File: src/rtl/pe_ws_dbuf_if.sv
// Port bundle for one weight-stationary PE: weight chain, activation pass-through,
// partial-sum flow, clear and gating statistics. master drives a PE, slave is the PE.
interface pe_ws_dbuf_if #(
    parameter int WIDTH_A   = 8,
    parameter int WIDTH_W   = 8,
    parameter int WIDTH_MAC = 32,
    parameter int CNT_W     = 16
);
    logic                 clear;
    logic [WIDTH_W-1:0]   w_in;
    logic                 w_load;
    logic [WIDTH_W-1:0]   w_out;
    logic [WIDTH_A-1:0]   act_in;
    logic                 act_valid;
    logic                 swap_in;
    logic [WIDTH_A-1:0]   act_out;
    logic                 act_valid_out;
    logic                 swap_out;
    logic [WIDTH_MAC-1:0] psum_in;
    logic [WIDTH_MAC-1:0] psum_out;
    logic                 psum_valid_out;
    logic [CNT_W-1:0]     zero_cnt;

    modport master (
        output clear, w_in, w_load, act_in, act_valid, swap_in, psum_in,
        input  w_out, act_out, act_valid_out, swap_out, psum_out, psum_valid_out, zero_cnt
    );

    modport slave (
        input  clear, w_in, w_load, act_in, act_valid, swap_in, psum_in,
        output w_out, act_out, act_valid_out, swap_out, psum_out, psum_valid_out, zero_cnt
    );
endinterface

File: src/rtl/pe_ws_dbuf.sv
// Weight-stationary PE with a double-buffered weight (shadow preloaded via a vertical
// shift chain, swapped in by a token riding the activation), pipelined MAC and zero gating.
module pe_ws_dbuf #(
    parameter int WIDTH_A   = 8,
    parameter int WIDTH_W   = 8,
    parameter int WIDTH_MAC = 32,
    parameter int STAGE     = 1,
    parameter int SIGNED    = 1,
    parameter int SATURATE  = 0,
    parameter int ZERO_GATE = 1,
    parameter int CNT_W     = 16
) (
    input logic          clk,
    input logic          rst_n,
    pe_ws_dbuf_if.slave  bus
);

    localparam int PD = (STAGE > 0) ? STAGE : 1;

    function automatic logic [WIDTH_MAC-1:0] mul_ext(input logic [WIDTH_A-1:0] a,
                                                     input logic [WIDTH_W-1:0] w);
        logic signed [WIDTH_MAC-1:0] a_x;
        logic signed [WIDTH_MAC-1:0] w_x;
        logic signed [WIDTH_MAC-1:0] p;
        a_x = {{(WIDTH_MAC-WIDTH_A){(SIGNED != 0) && a[WIDTH_A-1]}}, a};
        w_x = {{(WIDTH_MAC-WIDTH_W){(SIGNED != 0) && w[WIDTH_W-1]}}, w};
        // Low WIDTH_MAC bits of the extended product are exact since WIDTH_MAC >= WIDTH_A+WIDTH_W.
        p = a_x * w_x;
        return p;
    endfunction

    function automatic logic [WIDTH_MAC-1:0] acc_add(input logic [WIDTH_MAC-1:0] a,
                                                     input logic [WIDTH_MAC-1:0] b);
        logic [WIDTH_MAC:0] s;
        s = {1'b0, a} + {1'b0, b};
        if (SATURATE == 0) begin
            return s[WIDTH_MAC-1:0];
        end
        if (SIGNED != 0) begin
            if ((a[WIDTH_MAC-1] == b[WIDTH_MAC-1]) && (s[WIDTH_MAC-1] != a[WIDTH_MAC-1])) begin
                return a[WIDTH_MAC-1] ? {1'b1, {(WIDTH_MAC-1){1'b0}}}
                                      : {1'b0, {(WIDTH_MAC-1){1'b1}}};
            end
            return s[WIDTH_MAC-1:0];
        end
        return s[WIDTH_MAC] ? {WIDTH_MAC{1'b1}} : s[WIDTH_MAC-1:0];
    endfunction

    logic [WIDTH_W-1:0]   shadow_q, shadow_d;
    logic [WIDTH_W-1:0]   active_q, active_d;
    logic [WIDTH_W-1:0]   w_eff;
    logic [WIDTH_A-1:0]   mul_a_q, mul_a_d;
    logic [WIDTH_W-1:0]   mul_w_q, mul_w_d;
    logic [WIDTH_A-1:0]   act_q, act_d;
    logic                 act_vld_q, act_vld_d;
    logic                 swap_q, swap_d;
    logic [WIDTH_MAC-1:0] psum_q, psum_d;
    logic                 psum_vld_q, psum_vld_d;
    logic [CNT_W-1:0]     zero_cnt_q, zero_cnt_d;
    logic                 gate;
    logic                 mul_en;
    logic [WIDTH_MAC-1:0] prod_p0;
    logic [WIDTH_MAC-1:0] prod_end;
    logic [WIDTH_MAC-1:0] psum_end;
    logic                 vld_end;

    always_comb begin
        w_eff   = bus.swap_in ? shadow_q : active_q;
        gate    = (ZERO_GATE != 0) && bus.act_valid &&
                  ((bus.act_in == '0) || (w_eff == '0));
        mul_en  = bus.act_valid && !gate;
        // Operand registers only follow the inputs on real multiplies, keeping the array quiet.
        mul_a_d = mul_en ? bus.act_in : mul_a_q;
        mul_w_d = mul_en ? w_eff : mul_w_q;
        prod_p0 = mul_en ? mul_ext(mul_a_d, mul_w_d) : '0;

        shadow_d   = bus.w_load ? bus.w_in : shadow_q;
        active_d   = bus.swap_in ? shadow_q : active_q;
        act_d      = bus.act_in;
        act_vld_d  = bus.act_valid;
        swap_d     = bus.swap_in;
        psum_vld_d = vld_end;
        psum_d     = vld_end ? acc_add(psum_end, prod_end) : psum_q;
        zero_cnt_d = (gate && (zero_cnt_q != {CNT_W{1'b1}})) ? zero_cnt_q + CNT_W'(1) : zero_cnt_q;

        if (bus.clear) begin
            shadow_d   = '0;
            active_d   = '0;
            mul_a_d    = '0;
            mul_w_d    = '0;
            act_d      = '0;
            act_vld_d  = 1'b0;
            swap_d     = 1'b0;
            psum_vld_d = 1'b0;
            psum_d     = '0;
            zero_cnt_d = '0;
        end
    end

    // Product pipe: STAGE registers between the multiplier and the accumulate.
    generate
        if (STAGE > 0) begin : g_pipe
            logic [WIDTH_MAC-1:0] prod_pipe_q [PD];
            logic [WIDTH_MAC-1:0] prod_pipe_d [PD];
            logic [WIDTH_MAC-1:0] psum_pipe_q [PD];
            logic [WIDTH_MAC-1:0] psum_pipe_d [PD];
            logic [PD-1:0]        vld_pipe_q, vld_pipe_d;

            always_comb begin
                prod_pipe_d[0] = prod_p0;
                psum_pipe_d[0] = bus.psum_in;
                vld_pipe_d[0]  = bus.act_valid;
                for (int i = 1; i < PD; i++) begin
                    prod_pipe_d[i] = prod_pipe_q[i-1];
                    psum_pipe_d[i] = psum_pipe_q[i-1];
                    vld_pipe_d[i]  = vld_pipe_q[i-1];
                end
                if (bus.clear) begin
                    for (int i = 0; i < PD; i++) begin
                        prod_pipe_d[i] = '0;
                        psum_pipe_d[i] = '0;
                    end
                    vld_pipe_d = '0;
                end
            end

            always_ff @(posedge clk or negedge rst_n) begin
                if (!rst_n) begin
                    for (int i = 0; i < PD; i++) begin
                        prod_pipe_q[i] <= '0;
                        psum_pipe_q[i] <= '0;
                    end
                    vld_pipe_q <= '0;
                end else begin
                    prod_pipe_q <= prod_pipe_d;
                    psum_pipe_q <= psum_pipe_d;
                    vld_pipe_q  <= vld_pipe_d;
                end
            end

            assign prod_end = prod_pipe_q[PD-1];
            assign psum_end = psum_pipe_q[PD-1];
            assign vld_end  = vld_pipe_q[PD-1];
        end else begin : g_nopipe
            assign prod_end = prod_p0;
            assign psum_end = bus.psum_in;
            assign vld_end  = bus.act_valid;
        end
    endgenerate

    // Accumulate stage and horizontal pass-through registers.
    always_ff @(posedge clk or negedge rst_n) begin
        if (!rst_n) begin
            shadow_q   <= '0;
            active_q   <= '0;
            mul_a_q    <= '0;
            mul_w_q    <= '0;
            act_q      <= '0;
            act_vld_q  <= 1'b0;
            swap_q     <= 1'b0;
            psum_q     <= '0;
            psum_vld_q <= 1'b0;
            zero_cnt_q <= '0;
        end else begin
            shadow_q   <= shadow_d;
            active_q   <= active_d;
            mul_a_q    <= mul_a_d;
            mul_w_q    <= mul_w_d;
            act_q      <= act_d;
            act_vld_q  <= act_vld_d;
            swap_q     <= swap_d;
            psum_q     <= psum_d;
            psum_vld_q <= psum_vld_d;
            zero_cnt_q <= zero_cnt_d;
        end
    end

    assign bus.w_out          = shadow_q;
    assign bus.act_out        = act_q;
    assign bus.act_valid_out  = act_vld_q;
    assign bus.swap_out       = swap_q;
    assign bus.psum_out       = psum_q;
    assign bus.psum_valid_out = psum_vld_q;
    assign bus.zero_cnt       = zero_cnt_q;

endmodule

File: src/flat_wrapper.sv
// flat-port wrapper written by rule: the top's interface ports become plain ports
module pe_ws_dbuf_flat 
#(
    parameter int WIDTH_A   = 8,
    parameter int WIDTH_W   = 8,
    parameter int WIDTH_MAC = 32,
    parameter int STAGE     = 1,
    parameter int SIGNED    = 1,
    parameter int SATURATE  = 0,
    parameter int ZERO_GATE = 1,
    parameter int CNT_W     = 16
)
  (clk, rst_n, bus_clear, bus_w_in, bus_w_load, bus_act_in, bus_act_valid, bus_swap_in, bus_psum_in, bus_w_out, bus_act_out, bus_act_valid_out, bus_swap_out, bus_psum_out, bus_psum_valid_out, bus_zero_cnt);
  pe_ws_dbuf_if #(.WIDTH_A(WIDTH_A), .WIDTH_W(WIDTH_W), .WIDTH_MAC(WIDTH_MAC), .CNT_W(CNT_W)) bus_i ();
  input logic clk;
  input logic rst_n;
  input wire logic [$bits(bus_i.clear)-1:0] bus_clear;
  input wire logic [$bits(bus_i.w_in)-1:0] bus_w_in;
  input wire logic [$bits(bus_i.w_load)-1:0] bus_w_load;
  input wire logic [$bits(bus_i.act_in)-1:0] bus_act_in;
  input wire logic [$bits(bus_i.act_valid)-1:0] bus_act_valid;
  input wire logic [$bits(bus_i.swap_in)-1:0] bus_swap_in;
  input wire logic [$bits(bus_i.psum_in)-1:0] bus_psum_in;
  output wire logic [$bits(bus_i.w_out)-1:0] bus_w_out;
  output wire logic [$bits(bus_i.act_out)-1:0] bus_act_out;
  output wire logic [$bits(bus_i.act_valid_out)-1:0] bus_act_valid_out;
  output wire logic [$bits(bus_i.swap_out)-1:0] bus_swap_out;
  output wire logic [$bits(bus_i.psum_out)-1:0] bus_psum_out;
  output wire logic [$bits(bus_i.psum_valid_out)-1:0] bus_psum_valid_out;
  output wire logic [$bits(bus_i.zero_cnt)-1:0] bus_zero_cnt;
  assign bus_i.clear = bus_clear;
  assign bus_i.w_in = bus_w_in;
  assign bus_i.w_load = bus_w_load;
  assign bus_i.act_in = bus_act_in;
  assign bus_i.act_valid = bus_act_valid;
  assign bus_i.swap_in = bus_swap_in;
  assign bus_i.psum_in = bus_psum_in;
  assign bus_w_out = bus_i.w_out;
  assign bus_act_out = bus_i.act_out;
  assign bus_act_valid_out = bus_i.act_valid_out;
  assign bus_swap_out = bus_i.swap_out;
  assign bus_psum_out = bus_i.psum_out;
  assign bus_psum_valid_out = bus_i.psum_valid_out;
  assign bus_zero_cnt = bus_i.zero_cnt;
  pe_ws_dbuf #(.WIDTH_A(WIDTH_A), .WIDTH_W(WIDTH_W), .WIDTH_MAC(WIDTH_MAC), .STAGE(STAGE), .SIGNED(SIGNED), .SATURATE(SATURATE), .ZERO_GATE(ZERO_GATE), .CNT_W(CNT_W)) u_core (.clk(clk), .rst_n(rst_n), .bus(bus_i));
endmodule
File: config.mk
export PLATFORM = sky130hd
export DESIGN_NAME = pe_ws_dbuf_flat
export DESIGN_NICKNAME = d
export VERILOG_FILES = /design/src/rtl/pe_ws_dbuf_if.sv /design/src/rtl/pe_ws_dbuf.sv /design/src/flat_wrapper.sv
export SDC_FILE = /design/constraint.sdc
export NUM_CORES = 1
export LEC_CHECK = 0
export CAP_MARGIN = 15
export CORE_ASPECT_RATIO = 1.25
export CORE_UTILIZATION = 55
export CTS_CLUSTER_SIZE = 8
export DETAILED_ROUTE_END_ITERATION = 8
export MAX_ROUTING_LAYER = met4
export PLACE_DENSITY = 0.79
export REMOVE_ABC_BUFFERS = 1
export SLEW_MARGIN = 20
export SYNTH_ARGS = -nofsm -noshare
export SYNTH_HDL_FRONTEND = slang
export SYNTH_SLANG_ARGS = --single-unit
File: constraint.sdc
create_clock -name clk -period 12.2 [get_ports clk]
set_input_delay 1.83 -clock clk [delete_from_list [all_inputs] [get_ports clk]]
set_output_delay 1.83 -clock clk [all_outputs]
set_load 0.02 [all_outputs]
==> reports/results.ini <==
[cts]
postCtsSetupBuffers = 0
htreeDepth = 4
cts_hold_buffers = 0
tritoncts = yes
clock-root-buffer = clkbuf_16
path_clk_slew_ns = 0.06
cts_buffers = 17
ctsResizeCount = 0
clock_path_buffers = 2
clock-sinks = 139
clock_latency_ns = 0.42

[outcome]
status = finished clean

[power_and_ir_drop]
ir_worst_vdd_v = 0.0000923
leakage_nw = 5.31
powerDensity_nw_per_um2 = 105
power.internal_mw = 0.861
combPwrFrac_pct = 17.8
sw_frac_of_total_pct = 28.3
p_clk_share_pct = 41.2
pwr-share-seq_pct = 41.0
power_switching_mw = 0.340

[floorplanning]
die-area_um2 = 17800
core_area_um2 = 16800
num_rows = 53
io_pins = 121
fp.dieH_um = 149
start_util_pct = 56.4
die_w_um = 120

[finish]
post-route-util_pct = 67.9
nets = 1253
final_cells = 1315
multi_input_area_um2 = 5490
seq_area_um2 = 3480
fillerInstances = 1330
num_antenna_cells = 0
finalInstanceArea_um2 = 11400
layout-drive-gt1-share_pct = 5.39
area_growth_pct = 20.4

[critical_path]
cp.arrival_ns = 8.70
cp-start-kind = input pin
path_max_fanout = 24
cp.required_ns = 12.48
cp-end-kind = flop
path_class = in -> reg

[timing]
slew_headroom_pct = 44.2
max_freq_mhz = 119
setup_viol = 0
fin_crit_ns = 8.43
grt_setup_unrepaired = false
final-hold-violation-count = 0
tns_ns = 0
worstMarginPinSlew_ns = 0.837
slew_violations = 0
fin_skew_ns = 0.0101
post-route-period-util_pct = 69.1

[run]
cap_violations = 0

[detailed_routing]
drt_iter0_markers = 441
via_per_inst = 5.45
vias = 7173
wl_per_cell_um = 15.6
wl_um = 20500
dr.pass1.iters = 5
ant_nets = 0
route.detailed.drc = 0

[logic_synthesis]
synth-seq-cells = 139
async_flop_share_pct = 100
synth.most_common_cell = nor2_1
synth_cells = 970
synth_top_area_cell = dfrtp_1
synthTopCellsByArea = dfrtp_1 37%, fa_1 12%, ha_1 8.0%
synth_area_um2 = 9490
synth_seq_area_share_pct = 36.6
netlist.area_leader.share_pct = 36.6
synthFlopType = dfrtp_1
yosysUniqueCellTypes = 67
synth-edff-count = 0
yosysWarnings = 0
synth_common_cells = 166 x nor2_1, 139 x dfrtp_1, 99 x inv_1, 61 x ha_1, 56 x fa_1
post_synth.cell_area_avg_um2 = 9.79

[global_route]
grt_max_degree = 85
grt_pass1_wl_um = 34500
use_met2_pct = 43.2
use_met1_pct = 29.6
grt_usage_pct = 25.2
gr-total-overflow = 0
grt_use_met3_pct = 3.67
grt_pass1_vias = 7307
antenna_found_initial = 0
busiest_layer = met2

[place]
place_area_um2 = 10800
port_buffers = 120
post-dp-hpwl_um = 15100
gp_congestion = 0.851
dp.cells = 1283

[worst_hold_path]
hold_class = reg -> reg

-- state kept, by name, summed over array words and instances, names as in the netlist, 16 cells and up --
register / flops
u_core.bus.zero_cnt: 16
u_core.g_pipe.prod_pipe_q: 16
u_core.g_pipe.psum_pipe_q: 32
u_core.bus.psum_out: 32
-- per-layer routing --
metal  up-vias  wire [um]
li1       3468          -
met1      3485       8480
met2       174      10800
met3        46        650
met4         0        512
met5         -          0
-- final cells by class --
cell class	instances	area share, %
Tap cell	220	2.41
Sequential cell	139	30.4
Multi-Input combinational cell	701	48.1
Timing Repair Buffer	124	10.8
Clock inverter	13	1.16
Clock buffer	19	3.88
Inverter	99	3.25
-- path summary, 6_finish.rpt --
check                                             start                             to  slack [ns]  cells past startpoint
worst max register to register      u_core.bus.w_out[5]  u_core.g_pipe.prod_pipe_q[14]        5.55                     21
worst min-delay path            u_core.bus.psum_out[15]        u_core.bus.psum_out[15]        0.48                      2
worst min register to register  u_core.bus.psum_out[15]        u_core.bus.psum_out[15]        0.48                      2
min in group asynchronous                         rst_n         u_core.bus.zero_cnt[6]        1.35                      1
max in group asynchronous                         rst_n  u_core.g_pipe.psum_pipe_q[31]        9.73                      2
worst max-delay path                        bus_swap_in  u_core.g_pipe.prod_pipe_q[14]        3.77                     22
-- layout by cell type (no fill, tap or decap), drive strengths merged, types with 9 or more instances in the layout --
cell type      count
nor2             166
dfrtp            139
clkdlybuf4s50    118
inv              104
ha                61
fa                56
nor2b             48
a21oi             45
mux2i             37
nand2             33
xnor2             31
nand3             23
o21ai             22
clkbuf            19
a21o              18
xor2              16
or2               13
nor3              10
o211ai            10
o21a               9
-- stage by stage --
| step | power, mW | worst slack (ns) | hold WS, ns |
|---|---|---|---|
| after floorplan | 0.630 | 4.15 | 0.497 |
| after global placement | 0.708 | 3.58 | 0.468 |
| final | 1.20 | 3.77 | 0.484 |
| after global routing | 1.26 | 3.33 | 0.502 |
| after CTS | 1.21 | 3.80 | 0.489 |
| after detailed placement | 0.714 | 3.39 | 0.476 |
-- power by group through the flow --
stage                     Sequential, mW  Combinational, mW  Clock, mW
after global placement             0.500              0.208          0
after floorplan                    0.510              0.120          0
after global routing               0.494              0.239      0.525
after CTS                          0.492              0.216      0.505
final                              0.492              0.214      0.495
after detailed placement           0.500              0.214          0
-- logic make-up after synthesis --
family	share of synthesized area [%]
DFF	36.6
muxes	4.22
xor gates and xnor gates	4.34
buffers and inverters	5.51
AOI/OAI and AO/OA	12.0
adders and majority gates	19.8
and+or+nand+nor	17.4
-- worst max-delay path, cell delays in order --
cell             delay, ns
clkdlybuf4s50_1       0.69
or4_1                 0.63
o22ai_1               0.17
a22o_2                0.18
or2_1                 0.10
buf_4                 0.38
mux2i_1               0.60
nand2b_1              0.17
fa_1                  0.54
fa_1                  0.55
inv_1                 0.06
fa_1                  0.53
inv_1                 0.05
fa_1                  0.52
inv_1                 0.04
ha_1                  0.34
a21oi_1               0.24
o21bai_1              0.11
a2111o_1              0.47
a41oi_1               0.27
xor2_1                0.17
nor2_1                0.05
(Power assumes the default switching activity.)
